==> config.mk <==
export PLATFORM = sky130hd
export DESIGN_NAME = branch_prediction_controller
export DESIGN_NICKNAME = d
export VERILOG_FILES = /design/src/rtl/branch_prediction_controller.sv
export SDC_FILE = /design/constraint.sdc
export NUM_CORES = 1
export LEC_CHECK = 0
export BUFFER_PORTS_ARGS = -buffer_cell sky130_fd_sc_hd__clkbuf_2
export CELL_PAD_IN_SITES_DETAIL_PLACEMENT = 2
export CELL_PAD_IN_SITES_GLOBAL_PLACEMENT = 2
export CORE_UTILIZATION = 32
export DETAILED_ROUTE_END_ITERATION = 8
export HOLD_SLACK_MARGIN = 0.15
export PLACE_DENSITY_LB_ADDON = 0.08
export SYNTH_ARGS = -nofsm -noshare
export SYNTH_HDL_FRONTEND = slang
export SYNTH_SLANG_ARGS = --single-unit
==> constraint.sdc <==
create_clock -name CLK -period 5.9 [get_ports CLK]
set_clock_uncertainty 0.2 [all_clocks]
set_input_delay 0.59 -clock CLK [delete_from_list [all_inputs] [get_ports CLK]]
set_output_delay 0.59 -clock CLK [all_outputs]
set_load 0.1 [all_outputs]
==> src/rtl/branch_prediction_controller.sv <==
// Fetch/Execute branch-prediction sequencer: post-reset BTB invalidate walk,
// fetch prediction gating, Execute-stage resolution, flush timing and perf counters.
module branch_prediction_controller #(
    parameter int BTB_ENTRIES  = 16,
    parameter int FLUSH_CYCLES = 2,
    parameter int CNT_WIDTH    = 16
) (
    input  logic                           CLK,
    input  logic                           RST,
    input  logic                           Valid_F,
    input  logic                           Predict_Out,
    output logic                           Predict_Taken_F,
    output logic                           Stall_F,
    output logic                           Clear_En,
    output logic [$clog2(BTB_ENTRIES)-1:0] Clear_Index,
    input  logic                           Branch_E,
    input  logic                           Predict_Taken_E,
    input  logic                           Branch_Taken_E,
    input  logic [31:0]                    PC_Target_E,
    input  logic [31:0]                    PC_Plus4_E,
    input  logic [31:0]                    Pred_Target_E,
    output logic                           Redirect,
    output logic [31:0]                    Redirect_PC,
    output logic                           Flush_D,
    output logic                           Flush_E,
    output logic                           Update_BP,
    output logic                           Update_BTB,
    output logic [CNT_WIDTH-1:0]           Branch_Count,
    output logic [CNT_WIDTH-1:0]           Mispredict_Count
);

    localparam int IDX_W      = $clog2(BTB_ENTRIES);
    localparam int FC_W       = $clog2(FLUSH_CYCLES + 1);
    // The mispredict cycle itself is the first flush cycle, so FLUSH holds the remainder.
    localparam int FLUSH_LOAD = (FLUSH_CYCLES > 1) ? FLUSH_CYCLES - 2 : 0;

    typedef enum logic [1:0] {
        S_CLEAR,
        S_RUN,
        S_FLUSH
    } state_t;

    state_t                r_state;
    logic [IDX_W-1:0]      r_clr_idx;
    logic [FC_W-1:0]       r_flush_cnt;
    logic [31:0]           r_redirect_pc;
    logic [CNT_WIDTH-1:0]  r_br_cnt;
    logic [CNT_WIDTH-1:0]  r_mis_cnt;

    logic                  w_run;
    logic                  w_branch;
    logic                  w_dir_miss;
    logic                  w_tgt_miss;
    logic                  w_mispredict;
    logic [31:0]           w_fix_pc;

    function automatic logic [CNT_WIDTH-1:0] sat_inc(input logic [CNT_WIDTH-1:0] v);
        return (&v) ? v : v + CNT_WIDTH'(1);
    endfunction

    assign w_run        = (r_state == S_RUN);
    assign w_branch     = w_run & Branch_E;
    assign w_dir_miss   = (Predict_Taken_E != Branch_Taken_E);
    assign w_tgt_miss   = Predict_Taken_E & Branch_Taken_E & (Pred_Target_E != PC_Target_E);
    assign w_mispredict = w_branch & (w_dir_miss | w_tgt_miss);
    assign w_fix_pc     = Branch_Taken_E ? PC_Target_E : PC_Plus4_E;

    assign Predict_Taken_F  = Valid_F & Predict_Out & w_run;
    assign Stall_F          = (r_state == S_CLEAR);
    assign Clear_En         = (r_state == S_CLEAR);
    assign Clear_Index      = r_clr_idx;
    assign Update_BP        = w_branch;
    assign Update_BTB       = w_branch & Branch_Taken_E;
    assign Redirect         = w_mispredict;
    assign Redirect_PC      = w_mispredict ? w_fix_pc : r_redirect_pc;
    assign Flush_D          = w_mispredict | (r_state == S_FLUSH);
    assign Flush_E          = w_mispredict | (r_state == S_FLUSH);
    assign Branch_Count     = r_br_cnt;
    assign Mispredict_Count = r_mis_cnt;

    always_ff @(posedge CLK or negedge RST) begin
        if (!RST) begin
            r_state       <= S_CLEAR;
            r_clr_idx     <= '0;
            r_flush_cnt   <= '0;
            r_redirect_pc <= '0;
            r_br_cnt      <= '0;
            r_mis_cnt     <= '0;
        end else begin
            case (r_state)
                S_CLEAR: begin
                    r_clr_idx <= r_clr_idx + IDX_W'(1);
                    if (r_clr_idx == IDX_W'(BTB_ENTRIES - 1)) begin
                        r_state <= S_RUN;
                    end
                end
                S_RUN: begin
                    if (w_mispredict) begin
                        r_redirect_pc <= w_fix_pc;
                        if (FLUSH_CYCLES > 1) begin
                            r_state     <= S_FLUSH;
                            r_flush_cnt <= FC_W'(FLUSH_LOAD);
                        end
                    end
                end
                S_FLUSH: begin
                    if (r_flush_cnt == '0) begin
                        r_state <= S_RUN;
                    end else begin
                        r_flush_cnt <= r_flush_cnt - FC_W'(1);
                    end
                end
                default: r_state <= S_CLEAR;
            endcase
            // w_branch and w_mispredict are already gated to RUN, so squashed branches never count.
            if (w_branch) begin
                r_br_cnt <= sat_inc(r_br_cnt);
            end
            if (w_mispredict) begin
                r_mis_cnt <= sat_inc(r_mis_cnt);
            end
        end
    end

endmodule

### After elaboration in Yosys (flattened, before gate mapping)

Index checks and enable logic that the tools add are counted.

* $add $sub $neg: 4
* equality and inequality tests: 9
* mux-type cells: 9
* bitwise operators: 11
* reductions and logical operators: 9

Operators by type and width (number)
* 2-to-1 mux 32 bit: 2
* adder 16 x 1 -> 16 bit, second input constant: 2
* inequality test 32 bit: 1
* AND reduction 16 bit: 2
* 2-to-1 mux 2 bit: 5
* AND 1 bit: 7
* inequality test 2 x 1 -> 1 bit, second input constant: 3
* case mux 2 bit (3 select lines): 1
* AND reduction 3 bit: 2
* adder 4 x 1 -> 4 bit, second input constant: 1
* == test 4 bit, second input constant: 1
* zero test 2 bit: 2
* case mux 2 bit (2 select lines): 1
* AND reduction 2 bit: 2
* == test 2 x 1 -> 1 bit, second input constant: 1
* == test 2 bit, second input constant: 1
* inequality test 2 bit, second input constant: 1
* inverter 1 bit: 2
* OR 1 bit: 2
* nonzero test 2 bit: 1
* subtractor 2 x 1 -> 2 bit, second input constant: 1
* inequality test 1 bit: 1

* bits in registers: 72
* input bits: 103
* output and inout port bits: 76
* logic and storage cells: 48

### Longest topological paths before layout

* depth after elaboration: 6
* depth in mapped cells: 9

### Worst setup path after synthesis

No wires, ideal clock.

* kind: input to output
* from: input Branch_E
* to: output Flush_E
* data arrival time: 3149 ps
* path slack: 1961 ps
* stages on the path: 8
* cells stage by stage: nand2_1 > inv_2 > nand2_1 > o21bai_4 > nand2_2 > buf_2 > a21o_1 > buf_4

* cells in the longest elaborated chain, start to end: 3

Ends and longest elaborated chain
* start: declaration: line 16 `input logic Branch_E,`
* AND 1 bit: line 62 `assign w_branch = w_run & Branch_E;`
* via Update_BP: line 26 `output logic Update_BP,`
* AND 1 bit: line 65 `assign w_mispredict = w_branch & (w_dir_miss | w_tgt_miss);`
* via Redirect: line 22 `output logic Redirect,`
* OR 1 bit
* end: declaration: line 25 `output logic Flush_E,`

The timed path passes the listed nets, and every way through them passes these cells.

### Worst setup path in the final report

* from: input PC_Target_E[2]
* to: output Redirect_PC[18]

* cells in the longest elaborated chain, start to end: 5

Ends and longest elaborated chain
* start: declaration: line 19 `input logic [31:0] PC_Target_E,`
* inequality test 32 bit: line 64 `assign w_tgt_miss = Predict_Taken_E & Branch_Taken_E & (Pred_Target_E != PC_Target_E);`
* AND 1 bit: line 64
* OR 1 bit: line 65
* AND 1 bit: line 65
* 2-to-1 mux 32 bit
* end: declaration: line 23 `output logic [31:0] Redirect_PC,`

No other way between the ends.

==> results.cfg <==
[cells_and_area]
drive_gt1_frac = 0.5560
areaGrowthSynthToFinish_pct = 29.68
n_antenna_cell = 0
fin_cells = 721
regArea_sq_um = 1802
final_area_sq_um = 5718
layout.nets = 648
fillers = 1462
multi_input_area_sq_um = 2471
final_core_util = 0.4284

[setup_path]
crit_path_start = PC_Target_E[2]
critical_path.endpoint_type = output pin
start_kind = input pin
reg2reg_to = r_redirect_pc[16]
crit_arrival_ns = 3.73
crit_required_ns = 5.11
regToRegStartpoint = r_state[1]
crit_type = in -> out
reg2reg_depth = 6
critPathMaxFanout = 67
reg2reg_setup_slack_ns = 2.90

[floorplanning]
die_w_microns = 119.4
die_h_microns = 119.4
num_io_pins = 179
rows = 42
initial_core_util = 0.3303
core_area_sq_um = 13350
die-area_sq_um = 14250

[clocking]
cts_setup_buffers = 0
cts_max_path_buffers = 2
cts_resized = 0
clock-root-buffer = clkbuf_16
clk_latency_ns = 0.34
hold_buffers = 0
cts_buffers = 9
cts.sinks = 72
cts_tree = done
clkTransAtPathRegs_ns = 0.06
htree_levels = 3

[placement]
io_buffers = 178
dp_hpwl_mm = 10.10
placed_cells = 705
place_congestion = 0.7375
dpl-instance-area_sq_um = 5431

[yosys]
mappedNetlistArea_sq_um = 4409
ys_ff_latch = 72
synth_area_per_cell_sq_um = 12.05
ys.warnings.count = 0
synthDistinctLibCells = 34
yosysSeqAreaShare = 0.4086
synth_cells = 366
syn_nets = 474

[route]
ant_nets = 0
vias = 3471
routed_wl_mm = 12.92
via_per_inst = 4.814
drt-pass1-iter-count = 4
wl_per_cell_microns = 17.91
first_iter_violations = 69
drcViolationCount = 0

[power]
p_per_area_nw_per_um2 = 611.6
p_sw_w = 0.002014
swShare = 0.5758
share_seq_of_total_power = 0.220
ir_worst_vdd_v = 0.0004252
power.internal_w = 0.001483
finalPower_w = 0.003497
combPwrFrac = 0.629
cellLeakagePower_nw = 2.825
clkPwrFrac = 0.151

[global_routing]
grt_util_all_layers = 0.1887
antenna_found_initial = 0
grt_max_degree = 73
grt_pass1_vias = 3768
overflow = 0
grt_first_pass_wirelength_mm = 20.62

[timing]
drv_slew = 0
tns_ns = 0
worst_pin_slew_ns = 1.065
slew_headroom = 0.2899
min_period_over_period = 0.7669
min_period_ns = 4.525
setup_viol = 0
fmax_ghz = 0.2210
finalHoldViolations = 0
rsz0062_at_grt = no

[run]
maxCapViolations = 0

[status]
status = finished, final reports clean

[min_path]
hp-class = in -> async
## metrics by stage
step,setup slack [ns],hold slack (ns)
finish,1.375,0.1884
global route,1.230,0.2725
CTS,1.320,0.2474
detailed placement,1.341,0.2703
global placement,1.351,0.2662
floorplan,1.961,0.09441
## area by class of cell
type                    instances  area share
inverters                       8    0.005252
well taps                     176     0.03851
flip-flops and latches         72      0.3151
clock inverters                 2    0.002188
repair buffers                180      0.1589
clock buffers                  14     0.04792
multi-input cells             269      0.4322
## state kept, by name, indices dropped and copies added, names as in the netlist
register	flops
Branch_Count	16
Clear_Index	4
Mispredict_Count	16
r_flush_cnt	2
r_redirect_pc	32
r_state	2
## kinds of logic (layout without fill, tap and decap cells)
logic type	after synthesis	in the layout	synth area share
XOR/XNOR	64	64	0.1271
buffers and inverters	25	204	0.03206
adder cells (fa/ha/maj)	5	5	0.01419
multiplexers	100	100	0.2806
flip-flops	72	72	0.4086
AO/OA/AOI/OAI	24	24	0.04853
AND/OR/NAND/NOR	76	76	0.08882
## synth_stat cells (all sizes together)
cell type | n | area [sq um]
mux2 | 99 | 1227
dfrtp | 72 | 1802
xor2 | 51 | 446.7
nand2 | 22 | 85.09
nand3 | 17 | 85.08
xnor2 | 13 | 113.9
buf | 12 | 92.58
nor2 | 9 | 33.78
nor4 | 9 | 56.30
inv | 8 | 30.03
a2111oi | 6 | 71.32
nand4 | 6 | 37.54
a211oi | 5 | 37.54
a21oi | 5 | 25.02
clkbuf | 5 | 18.77
ha | 5 | 62.56
and4 | 4 | 35.03
o21ai | 4 | 20.02
and3 | 3 | 18.77
or2 | 3 | 18.77
and2 | 2 | 12.51
a21o | 1 | 7.510
a41oi | 1 | 27.53
mux2i | 1 | 10.01
nor2b | 1 | 8.760
o21bai | 1 | 18.77
o22ai | 1 | 6.260
## placed cells by master, fill, tap and decap left out, types with 2 or more instances in the layout
master	instances
clkbuf_2	177
dfrtp_1	72
mux2_2	69
xor2_1	51
mux2_4	30
nand2_1	21
nand3_1	17
xnor2_1	13
nor2_1	9
nor4_1	9
clkbuf_16	9
inv_1	7
nand4_1	6
a211oi_1	5
a21oi_1	5
ha_1	5
and4_1	4
o21ai_0	4
and3_1	3
a2111oi_2	3
a2111oi_0	3
clkbuf_8	3
buf_4	3
and2_1	2
or2_2	2
clkbuf_1	2
## power by group through the flow
stage | Clock [W] | Sequential, W | Combinational (W)
after global routing | 0.000568 | 0.000793 | 0.00228
after detailed placement | 0 | 0.000779 | 0.00221
final | 0.000529 | 0.000770 | 0.00220
after global placement | 0 | 0.000770 | 0.00218
after CTS | 0.000544 | 0.000773 | 0.00222
after floorplan | 0 | 0.00102 | 0.00164
## worst max-delay path by stage
stage | to | slack, ns
3_5_place_dp | Redirect_PC[24] | 1.34
2_1_floorplan | Flush_E | 1.96
3_3_place_gp | Redirect_PC[26] | 1.35
4_1_cts | Redirect_PC[24] | 1.32
6_report | Redirect_PC[18] | 1.38
5_1_grt | Redirect_PC[18] | 1.23
## worst max-delay path, cell delays in order
cell,delay (ns)
clkbuf_2,0.11
xor2_1,0.14
nor4_1,0.47
nand4_1,0.36
o21bai_4,0.48
nand2_4,0.63
mux2_4,0.53
clkbuf_2,0.38
## metal layers
layer / global-route usage / share of wire / up-vias
li1: - / - / 1647
met1: 0.2352 / 0.43 / 1697
met2: 0.3150 / 0.49 / 111
met3: 0.04262 / 0.056 / 16
met4: 0.07500 / 0.020 / 0
met5: 0 / 0 / -
(Power assumes the default switching activity.)
